$ cat src/rtl/fetch_unit_if.sv
// Instruction-memory bus between the fetch stage and instruction memory.
//
// Signals:
//   PC          - fetch address, driven by the fetch stage.
//   instruction - word returned combinationally by memory for PC.
//
// Modports:
//   master - the fetch stage (drives PC, receives instruction).
//   slave  - the instruction memory (receives PC, drives instruction).
interface fetch_unit_if;
  logic [31:0] PC;
  logic [31:0] instruction;

  modport master (output PC, input instruction);
  modport slave  (input PC, output instruction);
endinterface

$ cat src/rtl/fetch_unit.sv
// Instruction-fetch stage. It presents the program counter to instruction
// memory and captures the returned word into the IF/ID pipeline register.
// It handles sequential fetch, hazard stalls and branch/jump redirects.
// A misaligned redirect target halts fetch until the next reset.
//
// Parameters:
//   RESET_PC  - PC value loaded on reset.
//   NOP_INSTR - word placed in if_id_instr for every bubble.
//
// Ports:
//   SYS_clk          - clock; all state updates on the rising edge.
//   SYS_reset        - synchronous reset, active low.
//   stall            - hold the PC and the IF/ID register this cycle.
//   redirect_valid   - a branch or jump was taken; load redirect_pc.
//   redirect_pc      - redirect target (byte address).
//   imem             - instruction-memory bus (PC out, instruction in).
//   if_id_valid      - the IF/ID register holds a real instruction.
//   if_id_instr      - fetched instruction.
//   if_id_pc         - address of if_id_instr.
//   if_id_pc_plus4   - if_id_pc + 4.
//   fetch_fault      - sticky flag: a misaligned redirect was received.
//   fault_pc         - the offending redirect target.
//   perf_fetch_count - instructions loaded into IF/ID.
//   perf_stall_count - stalled RUN cycles.
//
// Optional feature: define FETCH_PERF_CNT_EN to build the two performance
// counters. Without it, both counter outputs are tied to 0.
module fetch_unit #(
  parameter logic [31:0] RESET_PC  = 32'h0000_0000,
  parameter logic [31:0] NOP_INSTR = 32'h0000_0013
) (
  input  logic               SYS_clk,
  input  logic               SYS_reset,
  input  logic               stall,
  input  logic               redirect_valid,
  input  logic [31:0]        redirect_pc,
  fetch_unit_if.master       imem,
  output logic               if_id_valid,
  output logic [31:0]        if_id_instr,
  output logic [31:0]        if_id_pc,
  output logic [31:0]        if_id_pc_plus4,
  output logic               fetch_fault,
  output logic [31:0]        fault_pc,
  output logic [31:0]        perf_fetch_count,
  output logic [31:0]        perf_stall_count
);

  typedef enum logic [1:0] {BOOT, RUN, HALT} state_t;

  state_t      state_q, state_d;
  logic [31:0] pc_q, pc_d;
  logic        valid_q, valid_d;
  logic [31:0] instr_q, instr_d;
  logic [31:0] ifpc_q, ifpc_d;
  logic [31:0] ifpc4_q, ifpc4_d;
  logic        fault_q, fault_d;
  logic [31:0] fault_pc_q, fault_pc_d;

  // One-cycle pulses that drive the performance counters.
  logic        fetch_evt;
  logic        stall_evt;

  // 32-bit add: wraps modulo 2^32 with no carry out.
  logic [31:0] pc_plus4;
  assign pc_plus4 = pc_q + 32'd4;

  always_comb begin
    // NOTE: every signal written here gets a default first, so no path
    // can leave it unassigned and infer a latch.
    state_d    = state_q;
    pc_d       = pc_q;
    valid_d    = valid_q;
    instr_d    = instr_q;
    ifpc_d     = ifpc_q;
    ifpc4_d    = ifpc4_q;
    fault_d    = fault_q;
    fault_pc_d = fault_pc_q;
    fetch_evt  = 1'b0;
    stall_evt  = 1'b0;

    unique case (state_q)
      // Gives instruction memory its post-reset load cycle. The PC is held
      // and IF/ID still holds the bubble loaded at reset.
      BOOT: state_d = RUN;

      RUN: begin
        if (redirect_valid) begin
          // A redirect overrides stall and always squashes the IF/ID entry.
          valid_d = 1'b0;
          instr_d = NOP_INSTR;
          if (redirect_pc[1:0] == 2'b00) begin
            pc_d = redirect_pc;
          end else begin
            fault_d    = 1'b1;
            fault_pc_d = redirect_pc;
            state_d    = HALT;
          end
        end else if (stall) begin
          stall_evt = 1'b1;
        end else begin
          instr_d   = imem.instruction;
          ifpc_d    = pc_q;
          ifpc4_d   = pc_plus4;
          valid_d   = 1'b1;
          pc_d      = pc_plus4;
          fetch_evt = 1'b1;
        end
      end

      // Only reset leaves HALT. The bubble loaded on the faulting edge stays.
      HALT: state_d = HALT;

      default: state_d = BOOT;
    endcase
  end

  always_ff @(posedge SYS_clk) begin
    if (!SYS_reset) begin
      state_q    <= BOOT;
      pc_q       <= RESET_PC;
      valid_q    <= 1'b0;
      instr_q    <= NOP_INSTR;
      ifpc_q     <= '0;
      ifpc4_q    <= '0;
      fault_q    <= 1'b0;
      fault_pc_q <= '0;
    end else begin
      // NOTE: state registers use non-blocking assignments, so every
      // register samples its pre-edge value on the same clock edge.
      state_q    <= state_d;
      pc_q       <= pc_d;
      valid_q    <= valid_d;
      instr_q    <= instr_d;
      ifpc_q     <= ifpc_d;
      ifpc4_q    <= ifpc4_d;
      fault_q    <= fault_d;
      fault_pc_q <= fault_pc_d;
    end
  end

`ifdef FETCH_PERF_CNT_EN
  logic [31:0] fetch_cnt_q, fetch_cnt_d;
  logic [31:0] stall_cnt_q, stall_cnt_d;

  always_comb begin
    fetch_cnt_d = fetch_cnt_q + {31'd0, fetch_evt};
    stall_cnt_d = stall_cnt_q + {31'd0, stall_evt};
  end

  always_ff @(posedge SYS_clk) begin
    if (!SYS_reset) begin
      fetch_cnt_q <= '0;
      stall_cnt_q <= '0;
    end else begin
      fetch_cnt_q <= fetch_cnt_d;
      stall_cnt_q <= stall_cnt_d;
    end
  end

  assign perf_fetch_count = fetch_cnt_q;
  assign perf_stall_count = stall_cnt_q;
`else
  logic unused_evt;
  assign unused_evt       = fetch_evt ^ stall_evt;
  assign perf_fetch_count = '0;
  assign perf_stall_count = '0;
`endif

  // PC comes straight from a register, so no input reaches it combinationally.
  assign imem.PC        = pc_q;
  assign if_id_valid    = valid_q;
  assign if_id_instr    = instr_q;
  assign if_id_pc       = ifpc_q;
  assign if_id_pc_plus4 = ifpc4_q;
  assign fetch_fault    = fault_q;
  assign fault_pc       = fault_pc_q;

endmodule

$ cat src/flat_wrapper.sv
// flat-port wrapper written by rule: the top's interface ports become plain ports
module fetch_unit_flat 
#(
  parameter logic [31:0] RESET_PC  = 32'h0000_0000,
  parameter logic [31:0] NOP_INSTR = 32'h0000_0013
)
  (SYS_clk, SYS_reset, stall, redirect_valid, redirect_pc, if_id_valid, if_id_instr, if_id_pc, if_id_pc_plus4, fetch_fault, fault_pc, perf_fetch_count, perf_stall_count, imem_PC, imem_instruction);
  fetch_unit_if imem_i ();
  input  logic SYS_clk;
  input  logic SYS_reset;
  input  logic stall;
  input  logic redirect_valid;
  input  logic [31:0] redirect_pc;
  output logic if_id_valid;
  output logic [31:0] if_id_instr;
  output logic [31:0] if_id_pc;
  output logic [31:0] if_id_pc_plus4;
  output logic fetch_fault;
  output logic [31:0] fault_pc;
  output logic [31:0] perf_fetch_count;
  output logic [31:0] perf_stall_count;
  output wire logic [$bits(imem_i.PC)-1:0] imem_PC;
  input wire logic [$bits(imem_i.instruction)-1:0] imem_instruction;
  assign imem_PC = imem_i.PC;
  assign imem_i.instruction = imem_instruction;
  fetch_unit #(.RESET_PC(RESET_PC), .NOP_INSTR(NOP_INSTR)) u_core (.SYS_clk(SYS_clk), .SYS_reset(SYS_reset), .stall(stall), .redirect_valid(redirect_valid), .redirect_pc(redirect_pc), .imem(imem_i), .if_id_valid(if_id_valid), .if_id_instr(if_id_instr), .if_id_pc(if_id_pc), .if_id_pc_plus4(if_id_pc_plus4), .fetch_fault(fetch_fault), .fault_pc(fault_pc), .perf_fetch_count(perf_fetch_count), .perf_stall_count(perf_stall_count));
endmodule
$ cat config.mk
export PLATFORM = sky130hd
export DESIGN_NAME = fetch_unit_flat
export DESIGN_NICKNAME = d
export VERILOG_FILES = /design/src/rtl/fetch_unit_if.sv /design/src/rtl/fetch_unit.sv /design/src/flat_wrapper.sv
export SDC_FILE = /design/constraint.sdc
export NUM_CORES = 1
export LEC_CHECK = 0
export CAP_MARGIN = 10
export CORE_ASPECT_RATIO = 0.8
export CORE_MARGIN = 4
export CORE_UTILIZATION = 42
export CTS_BUF_LIST = sky130_fd_sc_hd__clkbuf_8
export CTS_CLUSTER_SIZE = 25
export DETAILED_ROUTE_END_ITERATION = 12
export DONT_BUFFER_PORTS = 1
export GPL_TIMING_DRIVEN = 0
export SLEW_MARGIN = 10
export SYNTH_ARGS = -nofsm -noshare
export SYNTH_HDL_FRONTEND = slang
export SYNTH_SLANG_ARGS = --single-unit
$ cat constraint.sdc
create_clock -name SYS_clk -period 6.06 [get_ports SYS_clk]
set_input_delay 1.212 -clock SYS_clk [delete_from_list [all_inputs] [get_ports SYS_clk]]
set_output_delay 1.212 -clock SYS_clk [all_outputs]
set_load 0.02 [all_outputs]
=== Word level (Yosys, flattened, before mapping) ===
Index checks and enable logic that the tools add are counted.

* Register bits: 164
* Input bits: 68
* Output and inout port bits: 226
* Word-level logic and storage cells: 35

* $add $sub $neg: 1
* Equality and inequality tests: 6
* Multiplexer cells: 10
* Bitwise gates (word level): 3
* Reductions and logical operators: 7

{| class="wikitable"
|+ Operator list
! operator !! number
|-
| $mux 32 || 5
|-
| $add 32x3->32 const B || 1
|-
| $reduce_and 3->1 || 3
|-
| $pmux 2 s3 || 1
|-
| $logic_not 2->1 || 2
|-
| $mux 2 || 2
|-
| $ne 2x1->1 const B || 2
|-
| $ne 2x2->1 const B || 2
|-
| $reduce_and 2->1 || 2
|-
| $not 1->1 || 3
|-
| $eq 2x1->1 const B || 1
|-
| $eq 2x2->1 const B || 1
|-
| $mux 1 || 2
|}

=== Logic depth before layout (Yosys ltp) ===
* Depth in word-level cells: 4
* Mapped depth: 9
* Mapped depth without buffers: 7

=== Worst setup path after synthesis ===
Ideal clock, no wire load.

* Path type: input port to flip-flop
* Start: input redirect_valid
* End: register u_core.ifpc4_q[16] (netlist: u_core.if_id_pc_plus4[16])
* Library setup time: 0.133 ns
* Arrival: 2.411 ns
* Required time: 5.927 ns
* Path slack: 3.516 ns
* Stages: 6
* Buffers on the path: 3
* Cell sequence: clkbuf_1 > or2_2 > nor2_1 > buf_4 > clkbuf_1 > a21oi_1

* Word-level cells in the longest chain between the ends: 2

{| class="wikitable"
|+ Ends and longest elaborated chain
! what !! line !! text
|-
| start, declared || flat_wrapper.sv:12 || <nowiki>input logic redirect_valid;</nowiki>
|-
| $not 1->1 (no line) || n/a ||
|-
| $reduce_and 3->1 (no line) || n/a ||
|-
| end signal, assigned || fetch_unit.sv:135 || <nowiki>ifpc4_q <= ifpc4_d;</nowiki>
|-
| end, declared || fetch_unit.sv:55 || <nowiki>logic [31:0] ifpc4_q, ifpc4_d;</nowiki>
|}

No other way between the ends.
A chain may end at the register's enable or synchronous reset.

=== Worst setup path after layout ===
* Start: register u_core.pc_q[2] (netlist: u_core.imem.PC[2])
* End: register u_core.pc_q[28] (netlist: u_core.imem.PC[28])

* Word-level cells in the longest chain between the ends: 3

{| class="wikitable"
|+ Ends and longest elaborated chain
! what !! line !! text
|-
| start, declared || fetch_unit.sv:51 || <nowiki>logic [31:0] pc_q, pc_d;</nowiki>
|-
| start signal, assigned || fetch_unit.sv:131 || <nowiki>pc_q <= pc_d;</nowiki>
|-
| $add 32x3->32 || fetch_unit.sv:65 || <nowiki>assign pc_plus4 = pc_q + 32'd4;</nowiki>
|-
| $mux 32 || fetch_unit.sv:98 || <nowiki>end else if (stall) begin</nowiki>
|-
| $mux 32 || fetch_unit.sv:87 || <nowiki>if (redirect_valid) begin</nowiki>
|}

No other way between the ends. The select of a mux whose other input is x is not followed.

==> flow_summary_export.csv <==
group,metric,value,unit
timing,finalCritPeriodShare,46.39,%
die,die_h,126.0,um
clocking,cts_buffers,17,
route,wirelength,24310,um
setup_path,r2r_start,"u_core.imem.PC[2]",
worst_hold_path,hp-start,"u_core.imem.PC[0]",
route,viasPerCell,5.288,
die,num_rows,42,
placement,preCtsSetupSlack,2.881,ns
synth,avgSynthCellArea,8.202,um^2
placement,dp_hpwl,18530,um
die,core,16820,um^2
worst_hold_path,hold_class,"register to register",
job,drv_cap,0,
timing,fin_hold_ws,0.4777,ns
global_routing,overflow,0,
synth,synth-edff-count,0,
synth,ys_ff_latch,162,
cells_and_area,fin_nets,1044,
placement,gp_congestion,0.8899,
timing,hold_violations,0,
synth,ys_seq_area_share,44.38,%
die,io_pins,294,
synth,synth_cell_types,57,
placement,place_inst,1174,
timing,setup_viol,0,
synth,ys_top_cells_by_area,"dfxtp_1 (44%), nand2_1 (8.4%), buf_4 (7.8%)",
setup_path,critPathRequiredTime,6.43,ns
clocking,htree_levels,4,
clocking,clock_latency,0.47,ns
route,dr.pass1.iters,5,
global_routing,grt_pass1_vias,5827,
die,start_util,43.46,%
timing,fin_ws,3.249,ns
setup_path,critPathKind,"register to register",
synth,synth_top_area_share,44.38,%
pwr,p_leak,3.163,nW
timing,worst_slew_pin_slew,0.8294,ns
synth,async_flop_share,0,%
synth,syn_area,7308,um^2
global_routing,grt_max_degree,17,
clocking,clk_pin_slew,0.09,ns
timing,slew_headroom,44.50,%
clocking,post_cts_hold_buffer_count,0,
route,wl_per_cell,20.16,um
cells_and_area,stdcell_area,8195,um^2
synth,synth_cells,891,
synth,synth_top_cell_by_area,"dfxtp_1",
clocking,cts_root_buffer,"clkbuf_8",
route,ant_nets,0,
global_routing,grtUsageTotal,23.94,%
clocking,cts.sinks,162,
pwr,powerDensity,324.0,nW/um^2
timing,fin_crit,2.811,ns
outcome,outcome,"completed",
pwr,power,2.655,mW
clocking,postCtsResizedCells,0,
cells_and_area,drive_gt1_share,13.18,%
timing,rsz0062_at_grt,"no",
cells_and_area,area_delta_synth_final,12.14,%
die,fp.dieArea,19590,um^2
synth,synth_ff_type,"dfxtp_1",
timing,finClkSkew,0.01244,ns
cells_and_area,finalNonFillerCells,1206,
setup_path,critPathMaxFanout,9,
clocking,cts_buffer_depth,2,
cells_and_area,finish.utilization,48.74,%
placement,io_buffers,0,
setup_path,crit_start,"u_core.imem.PC[2]",
timing,clock.fmax,0.3557,GHz
global_routing,grt_pass1_wl,35980,um
cells_and_area,fillers,1726,
timing,fin_setup_tns,0,ns
route,vias,6377,
setup_path,cp-end-kind,"register",
clocking,tritoncts,"yes",
die,die_x,155.5,um
clocking,cts_setup_buffers,0,
setup_path,cp-start-kind,"register",
route,drt_iter0_drc,608,
synth,yosys_warnings,0,
timing,slew_viol_final,0,
cells_and_area,antenna_cells,0,
setup_path,cp.arrival,3.18,ns
global_routing,antenna_found_initial,0,
placement,dpl_cell_area,7820,um^2
route,drc_errors,0,
pwr,ir_worst_vdd,0.1573,mV
Yosys cell counts (4+ instances only):
cell	n
a32o_1	6
nor3_1	8
inv_1	6
a21oi_1	96
clkbuf_1	46
xnor2_1	15
buf_4	76
and4_1	5
xor2_1	12
o21ai_0	31
nand2_1	164
a22o_1	6
nor2_1	78
mux2i_1	5
o31ai_1	5
buf_1	4
o31a_1	4
a31oi_1	6
a22oi_1	32
nand3_1	19
a211oi_1	15
nand4_1	4
o22ai_1	4
dfxtp_1	162
and3_1	16
buf_2	10
logic make-up after synthesis:
family          synth area share [%]
other cells                  0.05131
fa+ha+maj                     0.5137
buf+inv                        12.09
simple gates                   20.34
mux                           0.6848
xor+xnor                       3.236
flops                          44.38
compound gates                 18.71
worst max-delay path, stage by stage, from the launching register on:
cell     delay, ns
dfxtp_1       0.67
ha_1          0.36
nand3_1       0.25
nor2_1        0.71
nand4_2       0.21
and3_1        0.23
o31a_1        0.28
report_power, final:
part           total [mW]  internal, mW  switching (mW)
logic               0.513         0.169           0.343
clock network       0.780         0.367           0.413
registers            1.36          1.16           0.203
total                2.66          1.70           0.959
area by class of cell:
cell class | instances | area, um^2 | share of cell area [%]
Clock inverter | 14 | 127.6 | 1.557
Sequential cell | 162 | 3243 | 39.57
Clock buffer | 18 | 247.7 | 3.023
Inverter | 6 | 22.52 | 0.2748
Tap cell | 220 | 275.3 | 3.359
Buffer | 141 | 860.8 | 10.50
Multi-Input combinational cell | 645 | 3418 | 41.71
cell usage in the layout (no fill, tap or decap), types with 5 or more instances in the layout:
| cell type | n |
|---|---|
| mux2i_1 | 5 |
| xnor2_1 | 15 |
| a22o_1 | 6 |
| a21oi_1 | 96 |
| and3_1 | 16 |
| nor2_1 | 78 |
| nand3_1 | 19 |
| clkbuf_1 | 46 |
| inv_1 | 12 |
| a32o_1 | 6 |
| buf_4 | 76 |
| a31oi_1 | 6 |
| conb_1 | 64 |
| dfxtp_1 | 162 |
| buf_2 | 10 |
| xor2_1 | 12 |
| clkbuf_8 | 18 |
| clkinvlp_4 | 6 |
| a22oi_1 | 32 |
| a211oi_1 | 15 |
| nor3_1 | 8 |
| o21ai_0 | 31 |
| and4_1 | 5 |
| o31ai_1 | 5 |
| nand2_1 | 164 |
layer usage:
metal  wire length, um  global-route usage (%)
met5                43                       0
met4               487                   7.566
met3              3503                   11.28
met2              9655                   32.09
met1             10620                   33.83
flip-flops by register name (all words and copies together), names as in the netlist:
name / flops
u_core.if_id_pc_plus4: 32
u_core.if_id_pc: 30
u_core.if_id_valid: 1
u_core.if_id_instr: 32
u_core.fault_pc: 32
u_core.imem.PC: 32
u_core.state_q: 2
u_core.fetch_fault: 1
path summary, 6_finish.rpt:
path | cells past startpoint | end | slack [ns]
worst max-delay path | 6 | u_core.imem.PC[28] | 3.25
worst min-delay path | 2 | u_core.if_id_pc_plus4[0] | 0.48
worst max register to register | 6 | u_core.imem.PC[28] | 3.25
worst min register to register | 2 | u_core.if_id_pc_plus4[0] | 0.48
Note: power is estimated with default switching activity, not from simulation.
